==> config.mk <==
export PLATFORM = sky130hd
export DESIGN_NAME = xorshift_stream
export DESIGN_NICKNAME = d
export VERILOG_FILES = /design/src/rtl/xorshift_stream.sv
export SDC_FILE = /design/constraint.sdc
export NUM_CORES = 1
export LEC_CHECK = 0
export BUFFER_PORTS_ARGS = -buffer_cell sky130_fd_sc_hd__buf_4
export CAP_MARGIN = 20
export CORE_ASPECT_RATIO = 1.75
export CORE_MARGIN = 10
export CORE_UTILIZATION = 30
export DETAILED_ROUTE_END_ITERATION = 12
export MAX_ROUTING_LAYER = met4
export PLACE_DENSITY_LB_ADDON = 0.15
export SYNTH_ARGS = -nofsm -noshare
export SYNTH_HDL_FRONTEND = slang
export SYNTH_SLANG_ARGS = --single-unit
export TNS_END_PERCENT = 1
==> constraint.sdc <==
create_clock -name clk -period 1.95 [get_ports clk]
set_input_delay 0.0975 -clock clk [delete_from_list [all_inputs] [get_ports clk]]
set_output_delay 0.0975 -clock clk [all_outputs]
set_load 0.02 [all_outputs]
==> src/rtl/xorshift_stream.sv <==
// ---------------------------------------------------------------------------
// xorshift_stream
//
// Parametrised xorshift pseudo-random generator. It presents its output as a
// valid/ready stream and accepts a new seed at runtime. After reset, or after
// a seed is loaded, it can discard a configurable number of states (warm-up)
// before it offers words to the consumer.
//
// Optional build macro:
//   XORSHIFT_PLUS_EN - out_data becomes state + previous state (xorshift+
//                      style output). Handshake, FSM and timing are identical
//                      in both builds.
//
// Ports:
//   clk         in   clock
//   rst_n       in   synchronous, active-low reset
//   seed_valid  in   seed load request
//   seed        in   seed value (zero is replaced by RESET_SEED)
//   seed_ready  out  seed is accepted when seed_valid && seed_ready
//   out_valid   out  out_data holds a valid random word
//   out_ready   in   consumer accepts out_data
//   out_data    out  random word (combinational from the state register)
//   busy        out  high while warm-up states are being discarded
// ---------------------------------------------------------------------------
module xorshift_stream #(
  parameter int                 WIDTH        = 16,
  parameter int                 SHIFT_A      = 7,
  parameter int                 SHIFT_B      = 9,
  parameter int                 SHIFT_C      = 8,
  parameter logic [WIDTH-1:0]   RESET_SEED   = WIDTH'(1),
  parameter int                 WARMUP_STEPS = 0
) (
  input  logic             clk,
  input  logic             rst_n,
  input  logic             seed_valid,
  input  logic [WIDTH-1:0] seed,
  output logic             seed_ready,
  output logic             out_valid,
  input  logic             out_ready,
  output logic [WIDTH-1:0] out_data,
  output logic             busy
);

  typedef enum logic {
    WARMUP = 1'b0,
    RUN    = 1'b1
  } fsm_t;

  localparam logic [15:0] WARMUP_INIT = 16'(WARMUP_STEPS);
  localparam fsm_t        FSM_INIT    = (WARMUP_STEPS > 0) ? WARMUP : RUN;

  fsm_t             fsm_q, fsm_d;
  logic [WIDTH-1:0] state_q, state_d;
  logic [15:0]      cnt_q, cnt_d;
  logic             advance;
  logic             load;
  logic [WIDTH-1:0] load_value;
`ifdef XORSHIFT_PLUS_EN
  logic [WIDTH-1:0] prev_q, prev_d;
`endif

  // One xorshift step. The step is a bijection on nonzero values, so a
  // nonzero state can never become zero.
  function automatic logic [WIDTH-1:0] xs_step(input logic [WIDTH-1:0] s);
    logic [WIDTH-1:0] s0;
    logic [WIDTH-1:0] s1;
    s0 = s ^ (s << SHIFT_A);
    s1 = s0 ^ (s0 >> SHIFT_B);
    return s1 ^ (s1 << SHIFT_C);
  endfunction

  // A zero seed would lock the generator at zero, so it is replaced.
  assign load_value = (seed == '0) ? RESET_SEED : seed;

  always_ff @(posedge clk) begin
    if (!rst_n) begin
      fsm_q   <= FSM_INIT;
      state_q <= RESET_SEED;
      cnt_q   <= WARMUP_INIT;
`ifdef XORSHIFT_PLUS_EN
      prev_q  <= '0;
`endif
    end else begin
      fsm_q   <= fsm_d;
      state_q <= state_d;
      cnt_q   <= cnt_d;
`ifdef XORSHIFT_PLUS_EN
      prev_q  <= prev_d;
`endif
    end
  end

  // Next-state and outputs. A seed request in RUN takes priority over a
  // simultaneous output handshake: the presented word counts as consumed,
  // but the state is replaced by the seed rather than advanced.
  always_comb begin
    fsm_d      = fsm_q;
    cnt_d      = cnt_q;
    out_valid  = 1'b0;
    seed_ready = 1'b0;
    busy       = 1'b0;
    advance    = 1'b0;
    load       = 1'b0;

    case (fsm_q)
      WARMUP: begin
        busy    = 1'b1;
        advance = 1'b1;
        cnt_d   = cnt_q - 16'd1;
        // The <= guard also rescues a counter that is somehow already zero.
        if (cnt_q <= 16'd1) begin
          fsm_d = RUN;
        end
      end
      RUN: begin
        out_valid  = 1'b1;
        seed_ready = 1'b1;
        if (seed_valid) begin
          load  = 1'b1;
          cnt_d = WARMUP_INIT;
          fsm_d = FSM_INIT;
        end else if (out_ready) begin
          advance = 1'b1;
        end
      end
      default: begin
        fsm_d = RUN;
      end
    endcase

    state_d = state_q;
    if (load) begin
      state_d = load_value;
    end else if (advance) begin
      state_d = xs_step(state_q);
    end

`ifdef XORSHIFT_PLUS_EN
    prev_d = prev_q;
    if (load) begin
      prev_d = '0;
    end else if (advance) begin
      prev_d = state_q;
    end
`endif
  end

`ifdef XORSHIFT_PLUS_EN
  assign out_data = state_q + prev_q;
`else
  assign out_data = state_q;
`endif

endmodule

==> flow_metrics.env, run 1 <==
export IMPL_outcome="complete, no violations"
export IMPL_critical_path_cell_chain="or4_4 > or4_4 > or4_1 > nand3_1"
export IMPL_clkLatencyLatePin_ns=0.29
export IMPL_critPathLaunchType="flip-flop"
export IMPL_yosysWarningCount=0
export IMPL_synth_ff_type="dfxtp_1"
export IMPL_syn_num_nets=252
export IMPL_r2r_start="cnt_q[8]"
export IMPL_slowest_delay_ns=0.53
export IMPL_min_delay_start="seed[0]"
export IMPL_setup_viol=0
export IMPL_cts_tree="built"
export IMPL_netlist_top_cells_count="dfxtp_1, nand2_1, a21oi_1"
export IMPL_synth_edf_count=0
export IMPL_h_tree_depth=2
export IMPL_crit_top_cell="or4_4"
export IMPL_crit_type="reg2reg"
export IMPL_async_flop_share_pct=0
export IMPL_grt_usage_pct=12.02
export IMPL_drt_iter0_markers=47
export IMPL_antenna_found_initial=0
export IMPL_vias_per_cell=5.163
export IMPL_drive_gt1_share_pct=26.09
export IMPL_rsz0062_at_grt="yes"
export IMPL_synth_top_area_share_pct=34.46
export IMPL_drt_pass1_iter_count=4
export IMPL_avgSynthCellArea_um2=8.334
export IMPL_yosysSeqAreaShare_pct=34.46
export IMPL_cp_end_kind="flip-flop"
export IMPL_ios=39
export IMPL_slew_violations=0
export IMPL_grt_max_degree=37
export IMPL_cts_root_buf="clkbuf_8"
export IMPL_p_leak_nw=1.041
export IMPL_via_count=1838
export IMPL_peakVddDrop_mv=0.4828
export IMPL_synth_top_cell_by_area="dfxtp_1"
export IMPL_grt_pass1_vias=2003
export IMPL_gr_total_overflow=0
export IMPL_wl_per_cell_um=16.03
export IMPL_routed_wirelength_um=5707
export IMPL_numClockSinks=33
export IMPL_numCtsBuffers=5
export IMPL_ys_ff_latch=33
export IMPL_layout_setup_ws_ns=0.02618
export IMPL_syn_cell_area_um2=1917
export IMPL_post_route_period_util_pct=98.66
export IMPL_final_cells=356
export IMPL_rows=38
export IMPL_worst_pin_slew_ns=0.4042
export IMPL_critPathLaunch="cnt_q[8]"
export IMPL_dieArea_um2=10110
export IMPL_critPathBufInv=0
export IMPL_stdcell_area_um2=2507
export IMPL_io_buffers=38
export IMPL_worstPathRequired_ns=2.18
export IMPL_dp_cells=348
export IMPL_max_freq_ghz=0.5198
export IMPL_slowest_stage="or4_4"
export IMPL_synth_most_common_cell="dfxtp_1"
export IMPL_fin_nets=297
export IMPL_drv_cap=0
export IMPL_cts_buffer_depth=2
export IMPL_initial_core_util_pct=30.78
export IMPL_critPathArrivalTime_ns=2.16
export IMPL_crit_fanout=3
export IMPL_yosysUniqueCellTypes=49
export IMPL_die_y_um=125.7
export IMPL_period_minus_slack_ns=1.924
export IMPL_diodes=0
export IMPL_slew_headroom_pct=72.86
export IMPL_placed_cell_area_um2=2389
export IMPL_core_region_area_um2=6228
export IMPL_drc=0
export IMPL_area_growth_pct=30.81
export IMPL_clkTransAtPathRegs_ns=0.07
export IMPL_grt_pass1_wl_um=9522
export IMPL_routabilityCongestion=0.8134
export IMPL_yosys_top_cells_area="dfxtp_1, xnor2_1, a21oi_1, a21boi_0, o21ai_0"
export IMPL_die_w_um=80.43
export IMPL_finalHoldViolations=0
export IMPL_postRouteAntennaNets=0
export IMPL_crit_family="simple AND/OR/NAND/NOR gates"
export IMPL_hold_class="in2reg"
export IMPL_synthCells=230
export IMPL_hpwl_um=4229
export IMPL_power_density_nw_per_um2=782.5
export IMPL_post_place_ws_ns=0.02968
export IMPL_fin_skew_ns=0.005792
-- flip-flops by register name, indices dropped and copies added, names as in the netlist --
register  cells
fsm_q         1
out_data     16
cnt_q        16
-- cell families (layout without fill, tap and decap cells) --
group                      Yosys count  count (layout)  synth area share [%]
and+or+nand+nor                     80              80                 23.30
AOI/OAI and AO/OA                   73              73                 25.07
DFF                                 33              33                 34.46
buffers and inverters               20              66                 4.112
xor gates and xnor gates            18              18                 9.661
muxes                                4               4                 2.089
adders and majority gates            2               2                 1.305
-- metal layers --
layer  track usage, %  part of all wire, %  up-vias
met5                -                    0        -
met2            21.66                   55       34
met4            4.896                  2.3        0
met1            11.88                   40      865
met3            2.564                  2.8        8
li1                 -                    -      931
-- area by class of cell --
cell class | count | area, µm²
fillers | 658 | 3721
multi-input cells | 177 | 1185
flip-flops and latches | 33 | 660.6
repair buffers | 54 | 430.4
well taps | 80 | 100.1
clock buffers | 7 | 86.33
clock inverters | 1 | 30.03
inverters | 4 | 15.01
-- through the flow --
step                util (%)  hold slack, ns  power, W  setup TNS [ns]
finish                 40.26         0.09736  0.001962               0
floorplan                  -          0.2690  0.001115               0
CTS                    40.22         0.08565  0.001990               0
detailed placement     38.35          0.3851  0.001303               0
global route           40.26          0.1179  0.002062        -0.03047
global placement       38.35          0.3715  0.001303               0
-- layout by cell type (no fill, tap or decap), drive strengths merged, types with 4 or more instances in the layout --
cell and n:
buf 54, dfxtp 33, nand2 19, a21oi 17
o21ai 15, xnor2 13, a21boi 10, or3 8
nor2 7, nand3 7, nor3 7, and2 7
clkbuf 7, o211ai 6, nor2b 6, o21a 5
or4 5, inv 4, mux2i 4, nor4 4
-- final timing paths --
kind | end | slack [ns] | cells after the start
worst min-delay path | out_data[0] | 0.1 | 3
worst max-delay path | fsm_q | 0.03 | 4
worst min register to register | cnt_q[4] | 0.49 | 2
worst max register to register | fsm_q | 0.03 | 4
-- worst reg2reg max path, cell delays in order (launching register included) --
cell and delay [ns]:
dfxtp_1 0.31, or4_4 0.53, or4_4 0.44, or4_1 0.51, nand3_1 0.09
-- what timing repair did --
action                     4_1_cts  5_1_grt
setup endpoints to repair        0        3
gates resized for setup          0        1
hold buffers                     0        0
buffers inserted                 0        0
-- power breakdown --
group / switching, W / leakage [nW] / internal (W)
clock network: 0.000262 / 0.0585 / 0.000417
registers: 0.0000539 / 0.270 / 0.000716
logic: 0.000261 / 0.713 / 0.000252
Note: power is estimated with default switching activity, not from simulation.
==> inputs of run 2 (changes only) <==
ABC_AREA = 1   (was unset)
==> run 2 against run 1 <==
  * Via count grew 21%
  * Synthesized cell count grew 48%
  * Clock skew decreased by 0.0026 ns
  * Cell count grew 30%
  * Die area up 6.8%
  * Critical endpoint is now cnt_q[10]
  * Highest routed layer unchanged
==> flow_metrics.env, run 2 <==
export IMPL_slew_headroom_pct=61.56
export IMPL_numCtsBuffers=5
export IMPL_fin_setup_tns_ns=0
export IMPL_drc=0
export IMPL_cts_root_buf="clkbuf_16"
export IMPL_synth_mux_area_share_pct=0
export IMPL_synthCells=340
export IMPL_worst_r2r_cell_count=9
export IMPL_setup_viol=0
export IMPL_critPathLaunch="cnt_q[1]"
export IMPL_routabilityCongestion=0.7664
export IMPL_core_region_area_um2=6807
export IMPL_avgSynthCellArea_um2=6.120
export IMPL_ys_ff_latch=33
export IMPL_synth_xor_area_share_pct=0.8419
export IMPL_fin_skew_ns=0.003218
export IMPL_max_freq_ghz=0.6806
export IMPL_die_w_um=82.96
export IMPL_synth_simple_area_share_pct=39.39
export IMPL_worstPathRequired_ns=2.13
export IMPL_drv_cap=0
export IMPL_diodes=0
export IMPL_worst_pin_slew_ns=0.5760
export IMPL_r2r_start="cnt_q[1]"
export IMPL_clkTransAtPathRegs_ns=0.05
export IMPL_hold_class="in2reg"
export IMPL_yosysUniqueCellTypes=34
export IMPL_reg2reg_slack_ns=0.48
export IMPL_initial_core_util_pct=30.57
export IMPL_crit_type="reg2reg"
export IMPL_hpwl_um=4784
export IMPL_drt_pass1_iter_count=4
export IMPL_rsz0062_at_grt="no"
export IMPL_area_growth_pct=23.63
export IMPL_numClockSinks=33
export IMPL_crit_end="cnt_q[10]"
export IMPL_io_buffers=38
export IMPL_layout_setup_ws_ns=0.4808
export IMPL_via_count=2220
export IMPL_wl_per_cell_um=13.26
export IMPL_synth_top_area_share_pct=31.75
export IMPL_wl_met1_um=2557
export IMPL_async_flop_share_pct=0
export IMPL_cts_buffer_depth=2
export IMPL_drt_iter0_markers=107
export IMPL_outcome="complete, no violations"
export IMPL_final_cells=462
export IMPL_critPathLaunchType="flip-flop"
export IMPL_fin_nets=399
export IMPL_routed_wirelength_um=6125
export IMPL_grt_pass1_wl_um=9984
export IMPL_clkLatencyLatePin_ns=0.28
export IMPL_yosysSeqAreaShare_pct=31.75
export IMPL_cts_setup_buffers=0
export IMPL_gr_total_overflow=0
export IMPL_crit_fanout=5
export IMPL_drive_gt1_share_pct=16.14
export IMPL_cts_resized=0
export IMPL_final_common_cell="nand2_1"
export IMPL_top_layer="met4"
export IMPL_synth_fa_ha_area_share_pct=1.203
export IMPL_wl_met2_um=3251
export IMPL_period_minus_slack_ns=1.469
export IMPL_vias_per_cell=4.805
export IMPL_ios=39
export IMPL_syn_cell_area_um2=2081
export IMPL_cts_tree="built"
export IMPL_yosysWarningCount=0
export IMPL_cp_end_kind="flip-flop"
export IMPL_syn_num_nets=362
export IMPL_fin_total_pwr_w=0.002042
export IMPL_dieArea_um2=10800
export IMPL_synth_top_family_by_area="simple AND/OR/NAND/NOR gates"
export IMPL_post_route_period_util_pct=75.34
export IMPL_netlist_top_cells_count="nand2_1, inv_1, nand3_1"
export IMPL_reg2reg_to="cnt_q[10]"
export IMPL_die_y_um=130.2
export IMPL_grt_usage_pct=11.83
export IMPL_slew_violations=0
export IMPL_hold_buffers=0
export IMPL_synth_compound_area_share_pct=13.89
export IMPL_power_density_nw_per_um2=793.7
export IMPL_synth_top_cell_by_area="dfxtp_1"
export IMPL_synth_edf_count=0
export IMPL_synth_most_common_cell="nand2_1"
export IMPL_wl_met3_um=202
export IMPL_grt_pass1_vias=2120
export IMPL_synth_ff_type="dfxtp_1"
export IMPL_yosys_top_cells_area="dfxtp_1, nand2_1, nand3_1, inv_1, nor2_1"
export IMPL_finalHoldViolations=0
export IMPL_peakVddDrop_mv=0.4299
export IMPL_postRouteAntennaNets=0
export IMPL_dp_cells=454
export IMPL_grt_max_degree=25
export IMPL_antenna_found_initial=0
export IMPL_mostFrequentLayoutCells="nand2_1, inv_1, nand3_1"
export IMPL_critPathArrivalTime_ns=1.65
export IMPL_rows=40
export IMPL_h_tree_depth=2
export IMPL_post_place_ws_ns=0.4626
export IMPL_p_leak_nw=1.356
export IMPL_nFillCells=783
[run 2: changes by cell type after synthesis, moves of 5 or more]
cell / before / now
a21boi_0: 10 / 0
and2_1: 6 / 0
clkbuf_1: 15 / 1
inv_1: 4 / 50
nand2_1: 19 / 105
nand3_1: 7 / 44
nor2_1: 7 / 32
nor2b_1: 6 / 0
nor3_1: 7 / 1
o21a_1: 5 / 0
or3_1: 6 / 0
xnor2_1: 13 / 1
[run 2: power breakdown]
| group | total [W] | internal, W | switching (W) |
|---|---|---|---|
| sequential | 0.000754 | 0.000710 | 0.0000449 |
| combinational | 0.000443 | 0.000174 | 0.000270 |
| clock | 0.000844 | 0.000541 | 0.000303 |
| total | 0.00204 | 0.00142 | 0.000618 |
[run 2: worst min-delay path by stage]
| stage | from | end | slack, ns | cells past startpoint |
|---|---|---|---|---|
| final | seed[2] | out_data[2] | 0.10 | 3 |
| after global routing | seed[2] | out_data[2] | 0.12 | 3 |
| after CTS | seed[2] | out_data[2] | 0.09 | 3 |
| after detailed placement | seed[2] | out_data[2] | 0.40 | 3 |
| after global placement | seed[2] | out_data[2] | 0.40 | 3 |
| after floorplan | seed[1] | out_data[1] | 0.26 | 2 |
[run 2: logic make-up (layout without fill, tap and decap cells)]
group,after synthesis,after routing
fa+ha+maj,2,2
buf+inv,63,101
xor+xnor,2,2
compound gates,48,48
flops,33,33
simple gates,192,192
[run 2: final cells by class]
type	instances	area, µm²	area share, %
repair buffers	39	292.8	11.38
clock inverters	1	5.005	0.1946
well taps	84	105.1	4.086
inverters	54	205.2	7.977
flip-flops and latches	33	660.6	25.68
multi-input cells	244	1151	44.75
clock buffers	7	152.6	5.934
[run 2: routing by layer]
layer  track usage [%]  up-vias
li1                  -     1159
met1             11.77     1011
met2             21.53       43
met3             2.433        7
met4             5.734        0
met5                 -        -
[run 2: stage by stage]
stage / hold slack (ns) / utilization [%] / cell area, µm²
after global routing: 0.1227 / 37.79 / 2572
after floorplan: 0.2593 / - / 2081
after global placement: 0.4008 / 35.48 / 2415
after detailed placement: 0.3986 / 35.48 / 2415
after CTS: 0.09234 / 37.79 / 2572
final: 0.1029 / 37.79 / 2572
[run 2: critical path, stage by stage (launching register included)]
cell and delay (ns):
dfxtp_1 0.30, inv_1 0.10, ha_1 0.20, inv_1 0.04, nor2_1 0.13, nand2_1 0.14, nor2_1 0.24, nand3_1 0.10
nand2_1 0.07, nor2_1 0.04
==> inputs of run 3 (changes only) <==
clock period = 1.5 ns   (was 1.95 ns; I/O delays follow)
==> run 3 against run 2 <==
  * Utilization is 1.1 points higher
  * Setup slack worse by 0.38 ns
  * Combinational power is 33% higher
  * Maximum frequency grew 4.7%
  * Critical path depth shrank 2
  * Clock power increased by 22%
==> flow_metrics.env, run 3 (synthesis gave the netlist of run 2 again) <==
export IMPL_routabilityCongestion=0.7761
export IMPL_ios=39
export IMPL_fin_nets=406
export IMPL_numCtsBuffers=5
export IMPL_grt_pass1_wl_um=10080
export IMPL_hpwl_um=4952
export IMPL_stdcell_area_um2=2649
export IMPL_rsz0062_at_grt="no"
export IMPL_critPathBufInv=3
export IMPL_critical_path_cell_chain="inv_1 > ha_4 > inv_1 > nor2_2 > nand2_2 > buf_4 > o311a_1"
export IMPL_drv_cap=0
export IMPL_gr_total_overflow=0
export IMPL_max_freq_ghz=0.7127
export IMPL_slowest_stage="dfxtp_1"
export IMPL_wl_per_cell_um=13.47
export IMPL_drive_gt1_share_pct=18.49
export IMPL_post_route_period_util_pct=93.54
export IMPL_fin_skew_ns=0.003545
export IMPL_period_minus_slack_ns=1.403
export IMPL_via_count=2223
export IMPL_antenna_found_initial=0
export IMPL_crit_type="reg2reg"
export IMPL_clkTransAtPathRegs_ns=0.05
export IMPL_critPathLaunchType="flip-flop"
export IMPL_drt_pass1_iter_count=4
export IMPL_slew_headroom_pct=62.46
export IMPL_slew_violations=0
export IMPL_worstPathRequired_ns=1.66
export IMPL_area_growth_pct=27.30
export IMPL_placed_cell_area_um2=2467
export IMPL_diodes=0
export IMPL_cts_buffer_depth=2
export IMPL_nFillCells=767
export IMPL_p_leak_nw=1.381
export IMPL_critPathArrivalTime_ns=1.57
export IMPL_initial_core_util_pct=30.57
export IMPL_layout_setup_ws_ns=0.09690
export IMPL_rows=40
export IMPL_post_place_ws_ns=0.07112
export IMPL_vias_per_cell=4.750
export IMPL_cts_tree="built"
export IMPL_finalHoldViolations=0
export IMPL_grt_usage_pct=11.84
export IMPL_drc=0
export IMPL_cts_setup_buffers=0
export IMPL_postRouteAntennaNets=0
export IMPL_dieArea_um2=10800
export IMPL_cp_end_kind="flip-flop"
export IMPL_power_density_nw_per_um2=981.4
export IMPL_core_region_area_um2=6807
export IMPL_holdWs_ns=0.08569
export IMPL_peakVddDrop_mv=0.6647
export IMPL_slowest_delay_ns=0.32
export IMPL_mostFrequentLayoutCells="nand2_1, inv_1, buf_4"
export IMPL_hold_class="in2reg"
export IMPL_routed_wirelength_um=6306
export IMPL_crit_family="flip-flops"
export IMPL_grt_pass1_vias=2178
export IMPL_crit_fanout=3
export IMPL_drt_iter0_markers=91
export IMPL_outcome="complete, no violations"
export IMPL_setup_viol=0
export IMPL_final_common_cell="nand2_1"
export IMPL_cts_root_buf="clkbuf_16"
export IMPL_fin_setup_tns_ns=0
export IMPL_crit_top_cell="inv_1"
export IMPL_numClockSinks=33
export IMPL_die_y_um=130.2
export IMPL_worst_pin_slew_ns=0.5624
export IMPL_die_w_um=82.96
export IMPL_io_buffers=38
export IMPL_clkLatencyLatePin_ns=0.28
export IMPL_fin_total_pwr_w=0.002599
export IMPL_grt_max_degree=25
export IMPL_h_tree_depth=2
-- run 3: what timing repair did --
| action | 4_1_cts | 5_1_grt |
|---|---|---|
| setup endpoints to repair | 0 | 5 |
| hold buffers | 0 | 0 |
| resized for setup | 0 | 10 |
-- run 3: cell type report --
cell class | count | area (µm²) | share of cell area [%]
Sequential cell | 33 | 660.6 | 24.94
Timing Repair Buffer | 46 | 345.3 | 13.04
Tap cell | 84 | 105.1 | 3.968
Clock buffer | 7 | 142.6 | 5.385
Multi-Input combinational cell | 244 | 1190 | 44.92
Inverter | 54 | 205.2 | 7.747
-- run 3: worst min-delay path: cells and delay by family --
family / cells / cell delay (ns)
compound gates: 1 / 0.07
buf+inv: 1 / 0.12
simple gates: 1 / 0.05
-- run 3: routing by layer --
metal / GRT usage, % / part of all wire, % / vias to the layer above
met3: 2.433 / 3.2 / 7
li1: - / - / 1173
met4: 4.527 / 1.6 / 0
met5: - / 0 / -
met2: 22.63 / 54 / 37
met1: 11.36 / 41 / 1006
-- run 3: path summary, 6_finish.rpt --
path	slack, ns	from	end	cells past startpoint
setup reg to reg	0.1	cnt_q[0]	cnt_q[6]	7
setup / recovery	0.1	cnt_q[0]	cnt_q[6]	7
hold reg to reg	0.49	cnt_q[2]	cnt_q[2]	2
hold / removal	0.09	seed[2]	out_data[2]	3
-- run 3: power by group --
part           switching, W  internal, W
combinational      0.000355     0.000236
clock              0.000378     0.000652
sequential        0.0000554     0.000923
-- run 3: stage by stage --
step	utilization, %	cells
after floorplan	-	340
after global placement	36.25	461
after detailed placement	36.25	461
after CTS	38.35	468
after global routing	38.92	468
final	38.92	468
